==> src/rtl/mdu_iter.sv <==
// Iterative multiply/divide unit with HI/LO registers: single-cycle multiply, 32-cycle restoring divide.
// Busy stalls the pipeline until DONE; a flush aborts the operation without touching HI/LO.
module mdu_iter (
  input  logic        clk,
  input  logic        rst_n,
  input  logic [3:0]  mdu_op_i,
  input  logic [31:0] mdu_a_i,
  input  logic [31:0] mdu_b_i,
  input  logic        mdu_flush_i,
  output logic        mdu_busy_o,
  output logic        mdu_done_o,
  output logic [31:0] mdu_result_o
);

  typedef enum logic [1:0] {S_IDLE, S_MUL, S_DIV, S_DONE} state_t;

  localparam logic [3:0] OP_DIV   = 4'd1;
  localparam logic [3:0] OP_MUL   = 4'd3;
  localparam logic [3:0] OP_MULT  = 4'd4;
  localparam logic [3:0] OP_MULTU = 4'd5;
  localparam logic [3:0] OP_MFHI  = 4'd6;
  localparam logic [3:0] OP_MFLO  = 4'd7;
  localparam logic [3:0] OP_MTHI  = 4'd8;
  localparam logic [3:0] OP_MTLO  = 4'd9;

  state_t      state;
  logic [31:0] hi, lo, res;
  logic [31:0] a_q, b_q;
  logic [31:0] quo, rem;
  logic [3:0]  op_q;
  logic [4:0]  cnt;

  logic        accept;
  logic        sdiv;
  logic        smul;
  logic [31:0] a_in_mag;
  logic [31:0] div_mag;
  logic [32:0] rem_sh;
  logic        take;
  logic [31:0] q_nxt, r_nxt, q_fix, r_fix;
  logic [63:0] a_ext, b_ext, prod;

  assign accept   = (state == S_IDLE) && !mdu_flush_i && (mdu_op_i >= OP_DIV) && (mdu_op_i <= OP_MULTU);
  assign a_in_mag = (mdu_op_i == OP_DIV && mdu_a_i[31]) ? 32'd0 - mdu_a_i : mdu_a_i;

  // Divide datapath works on magnitudes; signs are restored from the captured raw operands.
  assign sdiv    = (op_q == OP_DIV);
  assign div_mag = (sdiv && b_q[31]) ? 32'd0 - b_q : b_q;
  assign rem_sh  = {rem, quo[31]};
  assign take    = rem_sh[32] || (rem_sh[31:0] >= div_mag);
  assign q_nxt   = {quo[30:0], take};
  assign r_nxt   = take ? rem_sh[31:0] - div_mag : rem_sh[31:0];
  assign q_fix   = (sdiv && (a_q[31] ^ b_q[31])) ? 32'd0 - q_nxt : q_nxt;
  assign r_fix   = (sdiv && a_q[31]) ? 32'd0 - r_nxt : r_nxt;

  assign smul  = (op_q == OP_MUL) || (op_q == OP_MULT);
  assign a_ext = {{32{smul & a_q[31]}}, a_q};
  assign b_ext = {{32{smul & b_q[31]}}, b_q};
  assign prod  = a_ext * b_ext;

  always_ff @(posedge clk or negedge rst_n) begin
    if (!rst_n) begin
      state <= S_IDLE;
      hi    <= '0;
      lo    <= '0;
      res   <= '0;
      a_q   <= '0;
      b_q   <= '0;
      quo   <= '0;
      rem   <= '0;
      op_q  <= '0;
      cnt   <= '0;
    end else if (mdu_flush_i) begin
      state <= S_IDLE;
    end else begin
      case (state)
        S_IDLE: begin
          if (accept) begin
            op_q  <= mdu_op_i;
            a_q   <= mdu_a_i;
            b_q   <= mdu_b_i;
            quo   <= a_in_mag;
            rem   <= '0;
            cnt   <= '0;
            state <= (mdu_op_i >= OP_MUL) ? S_MUL : S_DIV;
          end else if (mdu_op_i == OP_MTHI) begin
            hi <= mdu_a_i;
          end else if (mdu_op_i == OP_MTLO) begin
            lo <= mdu_a_i;
          end
        end
        S_MUL: begin
          if (op_q == OP_MUL) res <= prod[31:0];
          else {hi, lo} <= prod;
          state <= S_DONE;
        end
        S_DIV: begin
          quo <= q_nxt;
          rem <= r_nxt;
          cnt <= cnt + 5'd1;
          if (cnt == 5'd31) begin
            state <= S_DONE;
            if (b_q == 32'd0) begin
              lo <= 32'hFFFF_FFFF;
              hi <= a_q;
            end else begin
              lo <= q_fix;
              hi <= r_fix;
            end
          end
        end
        default: state <= S_IDLE;
      endcase
    end
  end

  always_comb begin
    mdu_busy_o   = 1'b0;
    mdu_done_o   = 1'b0;
    mdu_result_o = '0;
    if (rst_n) begin
      case (state)
        S_IDLE: begin
          mdu_busy_o = accept;
          if (mdu_op_i == OP_MFHI)      mdu_result_o = hi;
          else if (mdu_op_i == OP_MFLO) mdu_result_o = lo;
        end
        S_MUL, S_DIV: mdu_busy_o = 1'b1;
        default: begin
          mdu_done_o   = 1'b1;
          mdu_result_o = (op_q == OP_MUL) ? res : lo;
        end
      endcase
    end
  end

endmodule

==> config.mk <==
export PLATFORM = sky130hd
export DESIGN_NAME = mdu_iter
export DESIGN_NICKNAME = d
export VERILOG_FILES = /design/src/rtl/mdu_iter.sv
export SDC_FILE = /design/constraint.sdc
export NUM_CORES = 2
export LEC_CHECK = 0
export CORE_MARGIN = 4
export CORE_UTILIZATION = 60
export DETAILED_ROUTE_END_ITERATION = 12
export PLACE_DENSITY = 0.8
export SYNTH_ARGS = -nofsm -noshare
export SYNTH_HDL_FRONTEND = slang
export SYNTH_SLANG_ARGS = --single-unit
==> constraint.sdc <==
create_clock -name clk -period 8.6 [get_ports clk]
set_clock_uncertainty 0.1 [all_clocks]
set_input_delay 0.86 -clock clk [delete_from_list [all_inputs] [get_ports clk]]
set_output_delay 0.86 -clock clk [all_outputs]
set_load 0.01 [all_outputs]
# ---- Word level (Yosys, flattened, before mapping)
# Index checks and enable logic that the tools add are counted.
dict set report totals {
  register_bits 235
  input_bits 71
  word_cells 105
}
dict set report classes {
  n_addsub 6
  n_mul 1
  n_lt_le_gt_ge 4
  eq_ne 20
  mux 38
  n_bitwise 4
  n_reduce_logical 22
}
# cell count
set op_table {}
lappend op_table {{$mux 32} 22}
lappend op_table {{$pmux 32 s2} 3}
lappend op_table {{$pmux 32 s3} 2}
lappend op_table {{$sub 1x32->32 const A} 4}
lappend op_table {{$mul 33x33->64} 1}
lappend op_table {{$ge 32x32->1} 1}
lappend op_table {{$logic_not 32->1} 1}
lappend op_table {{$sub 32x32->32} 1}
lappend op_table {{$eq 4x3->1 const B} 3}
lappend op_table {{$ne 2x2->1 const B} 5}
lappend op_table {{$pmux 5 s2} 1}
lappend op_table {{$reduce_and 3->1} 3}
lappend op_table {{$eq 4x1->1 const B} 2}
lappend op_table {{$eq 4x4->1 const B} 2}
lappend op_table {{$mux 2} 4}
lappend op_table {{$logic_and 1x1->1} 7}
lappend op_table {{$reduce_and 7->1} 1}
lappend op_table {{$ne 3x3->1 const B} 2}
lappend op_table {{$pmux 2 s3} 1}
lappend op_table {{$reduce_and 6->1} 1}
lappend op_table {{$add 5x1->5 const B} 1}
lappend op_table {{$eq 5x5->1 const B} 1}
lappend op_table {{$mux 5} 1}
lappend op_table {{$eq 4x2->1 const B} 1}
lappend op_table {{19 further kinds} 24}

# ---- Depth between registers and ports, before layout
dict set report logic_depth {
  ltp_word 11
  mapped_depth 33
  mapped_depth_nobuf 31
}

# ---- Worst setup path before layout
# No wires, ideal clock.
dict set report synth_timing {
  kind {register to register}
  start {reg op_q[0]}
  end {reg hi[30]}
  setup_time_ns 0.128
  arrival_time_ns 8.541
  required_time_ns 8.372
  path_slack_ns -0.169
  path_stages_with_launch 31
  path_buffers 1
  cell_sequence {dfrtp_1 > or3b_2 > a21oi_1 > and2_1 > clkbuf_1 > nand2_1 > inv_1 > fa_1 > inv_1 > fa_1 > inv_1 > fa_1 > fa_1 > inv_1 > fa_1 > inv_1 > fa_1 > inv_1 > fa_1 > fa_1 > inv_1 > ha_1 > a21o_1 > nand2b_1 > nor4_1 > a21oi_1 > a311o_1 > a41o_1 > or3_1 > nand3_1 > a31oi_1}
}
dict set report synth_between {
  elab_chain_cells 11
  elab_cells_between_ends 22
  cone_classes {add/sub: 2; mul: 1; order compare: 1; eq/ne: 4; mux: 7; bitwise: 2; reduce/logical: 5}
}
# element line_no
set synth_rtl {}
lappend synth_rtl {{start, declared} 30} ;# logic [3:0] op_q;
lappend synth_rtl {{start signal, assigned} 79} ;# op_q <= mdu_op_i;
lappend synth_rtl {{$eq 4x1->1} 47} ;# assign sdiv = (op_q == OP_DIV);
lappend synth_rtl {{$logic_and 1x1->1} 48} ;# assign div_mag = (sdiv && b_q[31]) ? 32'd0 - b_q : b_q;
lappend synth_rtl {{$mux 32} 48}
lappend synth_rtl {{$ge 32x32->1} 50} ;# assign take = rem_sh[32] || (rem_sh[31:0] >= div_mag);
lappend synth_rtl {{$logic_or 1x1->1} 50}
lappend synth_rtl {{$mux 32} 52} ;# assign r_nxt = take ? rem_sh[31:0] - div_mag : rem_sh[31:0];
lappend synth_rtl {{$sub 1x32->32} 54} ;# assign r_fix = (sdiv && a_q[31]) ? 32'd0 - r_nxt : r_nxt;
lappend synth_rtl {{$mux 32} 54}
lappend synth_rtl {{$mux 32} 103} ;# if (b_q == 32'd0) begin
lappend synth_rtl {{$mux 32} 101} ;# if (cnt == 5'd31) begin
lappend synth_rtl {{$pmux 32 s3} 76} ;# case (state)
lappend synth_rtl {{end signal, assigned} 87} ;# hi <= mdu_a_i;
lappend synth_rtl {{end signal, assigned} 105} ;# hi <= a_q;
lappend synth_rtl {{end signal, assigned} 108} ;# hi <= r_fix;
lappend synth_rtl {{end, declared} 27} ;# logic [31:0] hi, lo, res;
# Several ways; a longest one is shown, not always the timed one. The select of a mux whose other input is x is not followed.
# A chain may end at the register's enable or synchronous reset.

# ---- Final worst setup path
dict set report layout_timing {
  start {reg op_q[1]}
  end {reg hi[28]}
}
# Same word-level chain as after synthesis.

==> flow_summary.toml <==
[status]
status = "complete, no violations"

[layout]
post_route_insts_no_fill = 7539
num-nets-final = 7792
multiInputGateArea_um2 = 43900
flow.area_growth_from_synthesis_pct = 11.0
regArea_um2 = 5890
post_route_cells_drive_above_1_share_pct = 11.7
fillCellCount = 7038

[worst_setup_path]
endpoint = "hi[28]"
cp_slowest_cell = "fa_2"
timing.critical_path.slowest_cell_delay_ps = 590
worstReg2RegEnd = "hi[28]"
worst-r2r-setup-slack_ps = 140
crit_top_cell = "fa_1"
critical_path.max_fanout = 17
timing.critical_path.from_type = "flip-flop"
crit_type = "flip-flop to flip-flop"
r2r.worst_path.cells = 31
timing.critical_path.to_type = "flip-flop"
timing.critical_path.required_ps = 9010
reg2reg_from = "op_q[1]"
worstSetupStartpoint = "op_q[1]"
worst-endpoint-arrival_ps = 8860

[floorplanning]
die_w_um = 311
number_of_top_level_pins = 105
fp-row-count = 110
core_um2 = 90400
die-area_um2 = 96600
die_height_um = 311
starting_density_pct = 60.8

[global_routing]
grt_antenna_before_repair = 14
globalRouteTotalUtil_pct = 37.0
grt_pass1_vias = 48500
grt_pass1_wl_um = 278000
grt_residual_overflow = 0
grt_start_max_net_pins = 107

[detailed_routing]
drt_first_pass_iters = 6
viasPerCell = 6.11
wl_per_cell_um = 23.5
num_vias = 46100
drt-total-wl_um = 177000
drt_iter0_markers = 4753
drcViolationCount = 0
final_antenna_net_count = 0

[run]
max_cap_viol_count = 0

[synth]
syn-num-nets = 7678
post_synth_inst_count = 6226
syn-mean-instance-area_um2 = 8.84
synthFlopType = "dfrtp_1"
synth_seq_cells = 235
proportion_of_register_bits_with_asynchronous_set_or_reset_after_synthesis_pct = 100
ys.warnings.count = 0
synth_enable_flop_cells = 0
synthesis.area_um2 = 55000
number_of_distinct_standard_cells_referenced_by_the_synthesized_netlist = 94
seq_area_frac_synth_pct = 10.7

[sta]
report.final.setup_viol = 0
finalWorstSetupSlack_ps = 143
rsz0062_at_grt = "true"
min_period_ps = 8460
final_number_of_hold_violating_endpoints = 0
report.final.slew_viol_count = 0
worst_slew_pin_slew_ps = 1190
final_worst_path_cycle_share_pct = 98.3
fmax_mhz = 118
timing.max_slew.rel_slack_pct = 20.5

[clock_network]
clkSlewWorstSetupHoldPaths_ps = 60
ctsLongestPathBuffers = 3
clock_tree_from_tritoncts = "yes"
root_buffer = "clkbuf_16"
cts_max_level = 1
clkSinkCount = 235
source_to_sink_clock_delay_at_the_later_pin_of_the_worst_skew_pair_ps = 590
cts-buffers-inserted = 27
hold_buffers = 0

[place]
dp_worst_setup_slack_ps = -325
gp_congestion = 1.05
numPortBuffers = 104
place.detailed.hpwl_um = 142000
numPlacedInstances = 7472

[min_path]
hold_path_class = "input pin to asynchronous set/reset pin"
-- timing repair --
item,in CTS,in global routing
pin swaps,15,66
endpoints found under the hold margin,0,0
setup endpoints to repair,20,28
resized for setup,41,124
cloned,0,0
buffers inserted,1,15
-- layer usage --
layer | global-route usage, % | wire (um) | vias to the layer above
li1 | - | - | 19400
met1 | 45.7 | 62700 | 23200
met2 | 59.0 | 81400 | 2646
met3 | 7.57 | 17200 | 752
met4 | 25.4 | 15800 | 12
met5 | 0 | 83 | -
-- Yosys cell counts (9+ instances only) --
| cell type | instances | share of area [%] |
|---|---|---|
| and3_1 | 34 | 0.39 |
| and4_1 | 9 | 0.14 |
| inv_1 | 1162 | 7.9 |
| or4_1 | 12 | 0.16 |
| o211ai_1 | 21 | 0.29 |
| nand3b_1 | 9 | 0.12 |
| o41ai_1 | 11 | 0.18 |
| nor3_1 | 41 | 0.37 |
| nor4_1 | 19 | 0.22 |
| o31ai_1 | 47 | 0.64 |
| nand3_1 | 58 | 0.53 |
| nand2b_1 | 21 | 0.24 |
| buf_2 | 19 | 0.17 |
| o21bai_1 | 15 | 0.20 |
| ha_1 | 255 | 5.8 |
| nand2_1 | 972 | 6.6 |
| a211oi_1 | 30 | 0.41 |
| and2_1 | 369 | 4.2 |
| mux2_2 | 127 | 2.6 |
| or2_2 | 12 | 0.14 |
| dfrtp_1 | 235 | 11 |
| a221oi_1 | 31 | 0.49 |
| mux2i_1 | 20 | 0.36 |
| buf_1 | 30 | 0.20 |
| or3_1 | 18 | 0.20 |
| a311oi_1 | 10 | 0.16 |
| a31oi_1 | 31 | 0.35 |
| fa_1 | 1126 | 41 |
| clkbuf_1 | 355 | 2.4 |
| a21oi_1 | 200 | 1.8 |
| o21a_1 | 17 | 0.23 |
| a22oi_1 | 47 | 0.64 |
| nor2_1 | 230 | 1.6 |
| o21ai_0 | 211 | 1.9 |
| a21o_1 | 49 | 0.67 |
| xor2_1 | 88 | 1.4 |
| nand4_1 | 13 | 0.15 |
| xnor2_1 | 123 | 2.0 |
| o22ai_1 | 12 | 0.14 |
-- layout by cell type, fill, tap and decap left out, drive strengths merged, types with 13 or more instances in the layout --
cell / synthesis / final
inv: 1163 / 1166
fa: 1126 / 1126
nand2: 973 / 973
buf: 53 / 390
and2: 372 / 372
ha: 255 / 255
dfrtp: 235 / 235
nor2: 232 / 232
o21ai: 220 / 220
a21oi: 202 / 202
mux2: 127 / 127
xnor2: 123 / 123
clkdlybuf4s50: 0 / 103
xor2: 88 / 88
nand3: 59 / 59
a21o: 49 / 49
a22oi: 47 / 47
o31ai: 47 / 47
nor3: 43 / 43
and3: 34 / 34
clkbuf: 355 / 34
a31oi: 31 / 31
a221oi: 31 / 31
a211oi: 30 / 30
o211ai: 22 / 22
nand2b: 21 / 21
nor4: 21 / 21
mux2i: 20 / 20
or3: 19 / 19
o21a: 17 / 17
nand4: 17 / 17
o21bai: 15 / 15
or2: 14 / 14
o41ai: 13 / 13
or4: 13 / 13
-- logic make-up after synthesis --
group | count (synthesis) | share of synthesized area [%]
and+or+nand+nor | 1865 | 15.8
buffers and inverters | 1571 | 10.8
muxes | 147 | 2.96
xor gates and xnor gates | 211 | 3.36
DFF | 235 | 10.7
adders and majority gates | 1381 | 46.8
AOI/OAI and AO/OA | 816 | 9.58
-- worst min-delay path by stage --
stage          startpoint  endpoint  cells after the start
2_1_floorplan      res[0]    res[0]                      2
6_report            rst_n   rem[25]                      1
3_5_place_dp      res[19]   res[19]                      2
4_1_cts             rst_n   rem[25]                      1
3_3_place_gp      res[19]   res[19]                      2
5_1_grt             rst_n   rem[26]                      1
-- cell type report --
class	instances	share of cell area [%]
Inverter	1163	7.15
Multi-Input combinational cell	4420	71.9
Tap cell	1176	2.41
Timing Repair Buffer	493	7.32
Clock inverter	16	0.358
Sequential cell	235	9.64
Clock buffer	34	1.20
Antenna cell	2	0.00819
-- worst max-delay path, delay by kind of cell (launching register included) --
| kind | cells | cell delay, ps |
|---|---|---|
| flops | 1 | 400 |
| fa+ha+maj | 9 | 4330 |
| buf+inv | 8 | 1030 |
| xor+xnor | 1 | 340 |
| simple gates | 6 | 1120 |
| compound gates | 7 | 1070 |
-- sequential cells by signal (all words and copies together), names as in the netlist --
register / cells
state: 2
quo: 32
rem: 32
op_q: 4
hi: 32
b_q: 32
a_q: 32
res: 32
cnt: 5
lo: 32
-- per-stage QoR --
step	hold slack, ps	cell area (um^2)	utilization (%)	setup TNS [ps]
detailed placement	368	59300	65.6	-2770
floorplan	344	55000	-	0
finish	157	61100	67.6	0
global route	232	61100	67.5	-379
CTS	215	60400	66.8	0
global placement	359	59300	65.6	-1050
Power is left out: the tool's default activity adds up to more than one toggle a clock period on the data nets, which glitch-free logic cannot reach.
